==> src/rtl/multicycle_mainfsm_if.sv <==
// Control bundle between the main sequencing FSM and the rest of the
// multicycle controller: decoded instruction fields and multiplier status
// in, datapath selects/strobes and debug state out.
interface multicycle_mainfsm_if;
    logic [1:0] Op;
    logic [5:0] Funct;
    logic       IsMul;
    logic       MulDone;
    logic       IRWrite;
    logic       NextPC;
    logic       AdrSrc;
    logic [1:0] ALUSrcA;
    logic [1:0] ALUSrcB;
    logic [1:0] ResultSrc;
    logic       ALUOp;
    logic       RegW;
    logic       MemW;
    logic       Branch;
    logic       MulStart;
    logic       MulErr;
    logic [3:0] State;

    // FSM side
    modport slave (
        input  Op, Funct, IsMul, MulDone,
        output IRWrite, NextPC, AdrSrc, ALUSrcA, ALUSrcB, ResultSrc,
               ALUOp, RegW, MemW, Branch, MulStart, MulErr, State
    );

    // Controller / environment side
    modport master (
        output Op, Funct, IsMul, MulDone,
        input  IRWrite, NextPC, AdrSrc, ALUSrcA, ALUSrcB, ResultSrc,
               ALUOp, RegW, MemW, Branch, MulStart, MulErr, State
    );
endinterface

==> src/rtl/multicycle_mainfsm.sv <==
// Main sequencing FSM of the multicycle ARM core. Steps the shared datapath
// through fetch/decode/execute/memory/writeback and runs a start/done
// handshake with the iterative multiplier, guarded by a watchdog timeout.
module multicycle_mainfsm #(
    parameter int unsigned MUL_TIMEOUT = 32,
    parameter int unsigned CNT_W       = 6
) (
    input logic                  clk,
    input logic                  reset,
    multicycle_mainfsm_if.slave  bus
);

    typedef enum logic [3:0] {
        FETCH   = 4'd0,
        DECODE  = 4'd1,
        MEMADR  = 4'd2,
        MEMRD   = 4'd3,
        MEMWB   = 4'd4,
        MEMWR   = 4'd5,
        EXECR   = 4'd6,
        EXECI   = 4'd7,
        ALUWB   = 4'd8,
        BRANCH  = 4'd9,
        EXECMUL = 4'd10,
        WAITMUL = 4'd11
    } state_t;

    localparam logic [CNT_W-1:0] LP_CNT_LAST = CNT_W'(MUL_TIMEOUT - 1);

    state_t           r_state;
    state_t           w_next;
    logic [CNT_W-1:0] r_cnt;
    logic             r_mul_err;
    logic             w_timeout;

    logic             w_irwrite;
    logic             w_nextpc;
    logic             w_adrsrc;
    logic [1:0]       w_alusrca;
    logic [1:0]       w_alusrcb;
    logic [1:0]       w_resultsrc;
    logic             w_aluop;
    logic             w_regw;
    logic             w_memw;
    logic             w_branch;
    logic             w_mulstart;

    // Watchdog expiry: last allowed WAITMUL cycle with no result; completion wins
    assign w_timeout = (r_state == WAITMUL) && !bus.MulDone && (r_cnt == LP_CNT_LAST);

    // State register
    always_ff @(posedge clk or posedge reset) begin
        if (reset) begin
            r_state <= FETCH;
        end else begin
            r_state <= w_next;
        end
    end

    // Multiplier watchdog counter and registered timeout pulse
    always_ff @(posedge clk or posedge reset) begin
        if (reset) begin
            r_cnt     <= '0;
            r_mul_err <= 1'b0;
        end else begin
            r_mul_err <= w_timeout;
            if (r_state == EXECMUL) begin
                r_cnt <= '0;
            end else if ((r_state == WAITMUL) && !bus.MulDone && !w_timeout) begin
                r_cnt <= r_cnt + CNT_W'(1);
            end
        end
    end

    // Next-state and Moore output decode
    always_comb begin
        w_next      = FETCH;
        w_irwrite   = 1'b0;
        w_nextpc    = 1'b0;
        w_adrsrc    = 1'b0;
        w_alusrca   = 2'b00;
        w_alusrcb   = 2'b00;
        w_resultsrc = 2'b00;
        w_aluop     = 1'b0;
        w_regw      = 1'b0;
        w_memw      = 1'b0;
        w_branch    = 1'b0;
        w_mulstart  = 1'b0;
        case (r_state)
            FETCH: begin
                w_next      = DECODE;
                w_irwrite   = 1'b1;
                w_nextpc    = 1'b1;
                w_alusrca   = 2'b01;
                w_alusrcb   = 2'b10;
                w_resultsrc = 2'b10;
            end
            DECODE: begin
                w_alusrca   = 2'b01;
                w_alusrcb   = 2'b10;
                w_resultsrc = 2'b10;
                if (bus.Op == 2'b01) begin
                    w_next = MEMADR;
                end else if (bus.Op == 2'b00) begin
                    if (bus.IsMul) begin
                        w_next = EXECMUL;
                    end else if (bus.Funct[5]) begin
                        w_next = EXECI;
                    end else begin
                        w_next = EXECR;
                    end
                end else if (bus.Op == 2'b10) begin
                    w_next = BRANCH;
                end else begin
                    w_next = FETCH;
                end
            end
            MEMADR: begin
                w_alusrcb = 2'b01;
                w_next    = bus.Funct[0] ? MEMRD : MEMWR;
            end
            MEMRD: begin
                w_adrsrc = 1'b1;
                w_next   = MEMWB;
            end
            MEMWB: begin
                w_resultsrc = 2'b01;
                w_regw      = 1'b1;
                w_next      = FETCH;
            end
            MEMWR: begin
                w_adrsrc = 1'b1;
                w_memw   = 1'b1;
                w_next   = FETCH;
            end
            EXECR: begin
                w_aluop = 1'b1;
                w_next  = ALUWB;
            end
            EXECI: begin
                w_alusrcb = 2'b01;
                w_aluop   = 1'b1;
                w_next    = ALUWB;
            end
            ALUWB: begin
                w_regw = 1'b1;
                w_next = FETCH;
            end
            BRANCH: begin
                w_alusrca   = 2'b10;
                w_alusrcb   = 2'b01;
                w_resultsrc = 2'b10;
                w_branch    = 1'b1;
                w_next      = FETCH;
            end
            EXECMUL: begin
                w_mulstart = 1'b1;
                w_next     = WAITMUL;
            end
            WAITMUL: begin
                if (bus.MulDone) begin
                    w_next = ALUWB;
                end else if (w_timeout) begin
                    w_next = FETCH;
                end else begin
                    w_next = WAITMUL;
                end
            end
            default: begin
                w_next = FETCH;
            end
        endcase
    end

    // Strobes are gated by reset so none escapes while the async reset is high
    assign bus.IRWrite   = w_irwrite  & ~reset;
    assign bus.NextPC    = w_nextpc   & ~reset;
    assign bus.RegW      = w_regw     & ~reset;
    assign bus.MemW      = w_memw     & ~reset;
    assign bus.Branch    = w_branch   & ~reset;
    assign bus.MulStart  = w_mulstart & ~reset;
    assign bus.AdrSrc    = w_adrsrc;
    assign bus.ALUSrcA   = w_alusrca;
    assign bus.ALUSrcB   = w_alusrcb;
    assign bus.ResultSrc = w_resultsrc;
    assign bus.ALUOp     = w_aluop;
    assign bus.MulErr    = r_mul_err;
    assign bus.State     = r_state;

endmodule

==> src/flat_wrapper.sv <==
// flat-port wrapper written by rule: the top's interface ports become plain ports
module multicycle_mainfsm_flat 
#(
    parameter int unsigned MUL_TIMEOUT = 32,
    parameter int unsigned CNT_W       = 6
)
  (clk, reset, bus_Op, bus_Funct, bus_IsMul, bus_MulDone, bus_IRWrite, bus_NextPC, bus_AdrSrc, bus_ALUSrcA, bus_ALUSrcB, bus_ResultSrc, bus_ALUOp, bus_RegW, bus_MemW, bus_Branch, bus_MulStart, bus_MulErr, bus_State);
  multicycle_mainfsm_if bus_i ();
  input logic clk;
  input logic reset;
  input wire logic [$bits(bus_i.Op)-1:0] bus_Op;
  input wire logic [$bits(bus_i.Funct)-1:0] bus_Funct;
  input wire logic [$bits(bus_i.IsMul)-1:0] bus_IsMul;
  input wire logic [$bits(bus_i.MulDone)-1:0] bus_MulDone;
  output wire logic [$bits(bus_i.IRWrite)-1:0] bus_IRWrite;
  output wire logic [$bits(bus_i.NextPC)-1:0] bus_NextPC;
  output wire logic [$bits(bus_i.AdrSrc)-1:0] bus_AdrSrc;
  output wire logic [$bits(bus_i.ALUSrcA)-1:0] bus_ALUSrcA;
  output wire logic [$bits(bus_i.ALUSrcB)-1:0] bus_ALUSrcB;
  output wire logic [$bits(bus_i.ResultSrc)-1:0] bus_ResultSrc;
  output wire logic [$bits(bus_i.ALUOp)-1:0] bus_ALUOp;
  output wire logic [$bits(bus_i.RegW)-1:0] bus_RegW;
  output wire logic [$bits(bus_i.MemW)-1:0] bus_MemW;
  output wire logic [$bits(bus_i.Branch)-1:0] bus_Branch;
  output wire logic [$bits(bus_i.MulStart)-1:0] bus_MulStart;
  output wire logic [$bits(bus_i.MulErr)-1:0] bus_MulErr;
  output wire logic [$bits(bus_i.State)-1:0] bus_State;
  assign bus_i.Op = bus_Op;
  assign bus_i.Funct = bus_Funct;
  assign bus_i.IsMul = bus_IsMul;
  assign bus_i.MulDone = bus_MulDone;
  assign bus_IRWrite = bus_i.IRWrite;
  assign bus_NextPC = bus_i.NextPC;
  assign bus_AdrSrc = bus_i.AdrSrc;
  assign bus_ALUSrcA = bus_i.ALUSrcA;
  assign bus_ALUSrcB = bus_i.ALUSrcB;
  assign bus_ResultSrc = bus_i.ResultSrc;
  assign bus_ALUOp = bus_i.ALUOp;
  assign bus_RegW = bus_i.RegW;
  assign bus_MemW = bus_i.MemW;
  assign bus_Branch = bus_i.Branch;
  assign bus_MulStart = bus_i.MulStart;
  assign bus_MulErr = bus_i.MulErr;
  assign bus_State = bus_i.State;
  multicycle_mainfsm #(.MUL_TIMEOUT(MUL_TIMEOUT), .CNT_W(CNT_W)) u_core (.clk(clk), .reset(reset), .bus(bus_i));
endmodule
==> config.mk <==
export PLATFORM = sky130hd
export DESIGN_NAME = multicycle_mainfsm_flat
export DESIGN_NICKNAME = d
export VERILOG_FILES = /design/src/rtl/multicycle_mainfsm_if.sv /design/src/rtl/multicycle_mainfsm.sv /design/src/flat_wrapper.sv
export SDC_FILE = /design/constraint.sdc
export NUM_CORES = 1
export LEC_CHECK = 0
export ABC_AREA = 1
export BUFFER_PORTS_ARGS = -buffer_cell sky130_fd_sc_hd__buf_2
export CORE_UTILIZATION = 50
export DETAILED_ROUTE_END_ITERATION = 8
export PLACE_DENSITY = 0.81
export REMOVE_ABC_BUFFERS = 1
export SKIP_LAST_GASP = 1
export SYNTH_ARGS = -nofsm -noshare
export SYNTH_HDL_FRONTEND = slang
export SYNTH_SLANG_ARGS = --single-unit
==> constraint.sdc <==
create_clock -name clk -period 4.1 [get_ports clk]
set_clock_uncertainty 0.15 [all_clocks]
set_input_delay 0.41 -clock clk [delete_from_list [all_inputs] [get_ports clk]]
set_output_delay 0.41 -clock clk [all_outputs]
set_load 0.02 [all_outputs]
==> out/qor.csv <==
metric,value,unit
Resized Gates After CTS,0,
post-route setup TNS,0,ps
Starting DRT DRC Count,21,
RR Endpoint,u_core.r_cnt[5]$_DFFE_PP0P_,
CTS Buf Count,3,
Max Cap Viol,0,
share of layout cells above drive strength 1,29.50,%
DIE AREA,1671,um^2
Syn Inst Count,110,
worst-case reg-to-reg path depth,7,
Pre-Repair DR Iteration Count,4,
post-DP HPWL,1363,um
final hold viol count,0,
worst r2r src,u_core.r_cnt[0]$_DFFE_PP0P_,
Core Area,1350,um^2
Hold/Removal Path Class,in2async,
Final Critical Period,2091,ps
worst skew pair latency,270,ps
GRT busiest layer,met2,
Max clock buf depth,2,
Worst Tran Pin Value,448.4,ps
WL final,1696,um
asr flop ratio synth,100.0,%
P_leak,0.5410,nW
final setup violation count,0,
CP required,3540,ps
Antenna Nets Post-Route,0,
most numerous cell in the Yosys netlist,nand2_1,
Critical Path Start Type,flip-flop,
vias in the first global route,610,
Tcrit/Tclk final,51.00,%
Layout area overhead,22.35,%
Cell Rows,13,
register bit total from synthesis,11,
nets@finish,153,
pwr dens,516.7,nW/um^2
post-synth top area share,36.42,%
IO Pins,31,
pin count of the biggest net entering global routing,13,
# DRC,0,
routed vias,774,
max-slew headroom at the worst pin,70.07,%
Post-synth EDFFs,0,
Max VDD drop,0.3657,mV
RD Place Congestion,0.8237,
ant diodes,0,
grt met2 use,38.28,%
antenna violations before repair,0,
# fillers,131,
CP max stage delay,420,ps
max-slew violation count,0,
maximum net fanout on the critical path,7,
Setup Buffers After CTS,0,
CP Data Arrival Time,1530,ps
CP cell instances,nor2_1 > inv_1 > o21ai_0 > buf_2,
Worst setup EP type,output port,
met3 Resource Use GR,8.152,%
Placed Area,897.1,um^2
outcome,completed,
worst reg2reg setup slack,2500,ps
via-per-instance ratio,5.026,
GRT Util Overall,23.35,%
synth unique cells,22,
CP max stage cell,dfrtp_1,
root buf cell,clkbuf_4,
Syn. warnings,0,
die height,40.88,um
Worst-path clk slew,80,ps
Setup CP Type,reg2out,
unrepaired setup endpoints after global routing,false,
IO Port Bufs,26,
Fmax,478.2,MHz
"top cells by area, synth","dfrtp_1, nand2_1, inv_1",
first-pass GRT wire length,2504,um
grt ovf,0,
sequential area share after synthesis,36.42,%
fin area,924.6,um^2
wire length per cell,11.01,um
htree depth,1,
top cells by instance count after synthesis,"nand2_1, inv_1, nor2_1, dfrtp_1, nand3_1",
Hold Buf Count CTS,0,
post-synth top area cell,dfrtp_1,
Die Width,40.88,um
ys flop type,dfrtp_1,
Mapped Area,755.7,um^2
Post-Syn Area per Cell,6.870,um^2
Layout Utilization,68.49,%
starting density of the core,55.98,%
CTS tree,yes,
clock sink count,11,
met1 Track Usage GR,29.25,%
-- sequential cells by signal, summed over array words and instances (netlist names) --
register and count:
u_core.r_cnt 6, u_core.bus.State 4, u_core.bus.MulErr 1
-- cell families after synthesis --
kind of cell,synth area share [%]
AND/OR/NAND/NOR,43.71
buffers and inverters,10.60
flip-flops,36.42
AO/OA/AOI/OAI,6.457
XOR/XNOR,1.159
adder cells (fa/ha/maj),1.655
-- power breakdown --
group	total, mW	leakage [nW]	internal, mW	switching (mW)
Clock	0.0750	0.0177	0.0362	0.0388
Combinational	0.249	0.374	0.0764	0.172
Sequential	0.154	0.149	0.128	0.0266
Total	0.478	0.541	0.240	0.238
-- through the flow --
stage	total power, mW	setup slack, ps	hold slack [ps]	cells
finish	0.4778	2009	10.51	154
floorplan	0.3266	2101	120.8	109
global placement	0.3998	2145	316.6	150
global route	0.5126	1839	59.75	154
CTS	0.4769	2025	32.84	154
detailed placement	0.4044	2136	323.0	150
-- critical path, delay by kind of cell, from the launching register on --
family | cells | cell delay, ps
compound gates | 1 | 150
buf+inv | 2 | 320
simple gates | 1 | 360
flops | 1 | 420
-- final cells by class --
type / count / area (um^2) / area share, %
clock buffer: 3 / 22.52 / 2.436
inverter: 19 / 72.57 / 7.848
sequential: 11 / 275.3 / 29.77
multi-input combinational: 79 / 400.4 / 43.30
clock inverter: 1 / 5.005 / 0.5413
tap: 15 / 18.77 / 2.030
timing repair buffer: 26 / 130.1 / 14.07
-- layer usage --
layer	vias to the layer above	wire length [um]
li1	403	-
met1	347	780
met2	20	805
met3	4	96
met4	0	13
met5	-	0
-- worst max-delay path by stage --
| stage | end | slack (ps) | start |
|---|---|---|---|
| floorplan | bus_IRWrite | 2100 | u_core.bus.State[3]$_DFF_PP0_ |
| global placement | bus_RegW | 2150 | reset |
| detailed placement | bus_RegW | 2140 | reset |
| CTS | bus_ResultSrc[1] | 2020 | u_core.bus.State[2]$_DFF_PP0_ |
| global route | bus_ResultSrc[1] | 1840 | u_core.bus.State[2]$_DFF_PP0_ |
| finish | bus_ResultSrc[1] | 2010 | u_core.bus.State[2]$_DFF_PP0_ |
-- placed cells by master, fill, tap and decap left out, drive strengths merged --
cell and count:
ha 1, nand4 2, nand3 10, buf 26, xor2 1, nor3 1, o21ai 4, a22oi 1
o221ai 1, nand2 33, clkbuf 3, nor2 21, dfrtp 11, a21oi 1, clkinv 2, nand3b 2
inv 18, o211ai 1
Power figures use the tool's default switching activity.
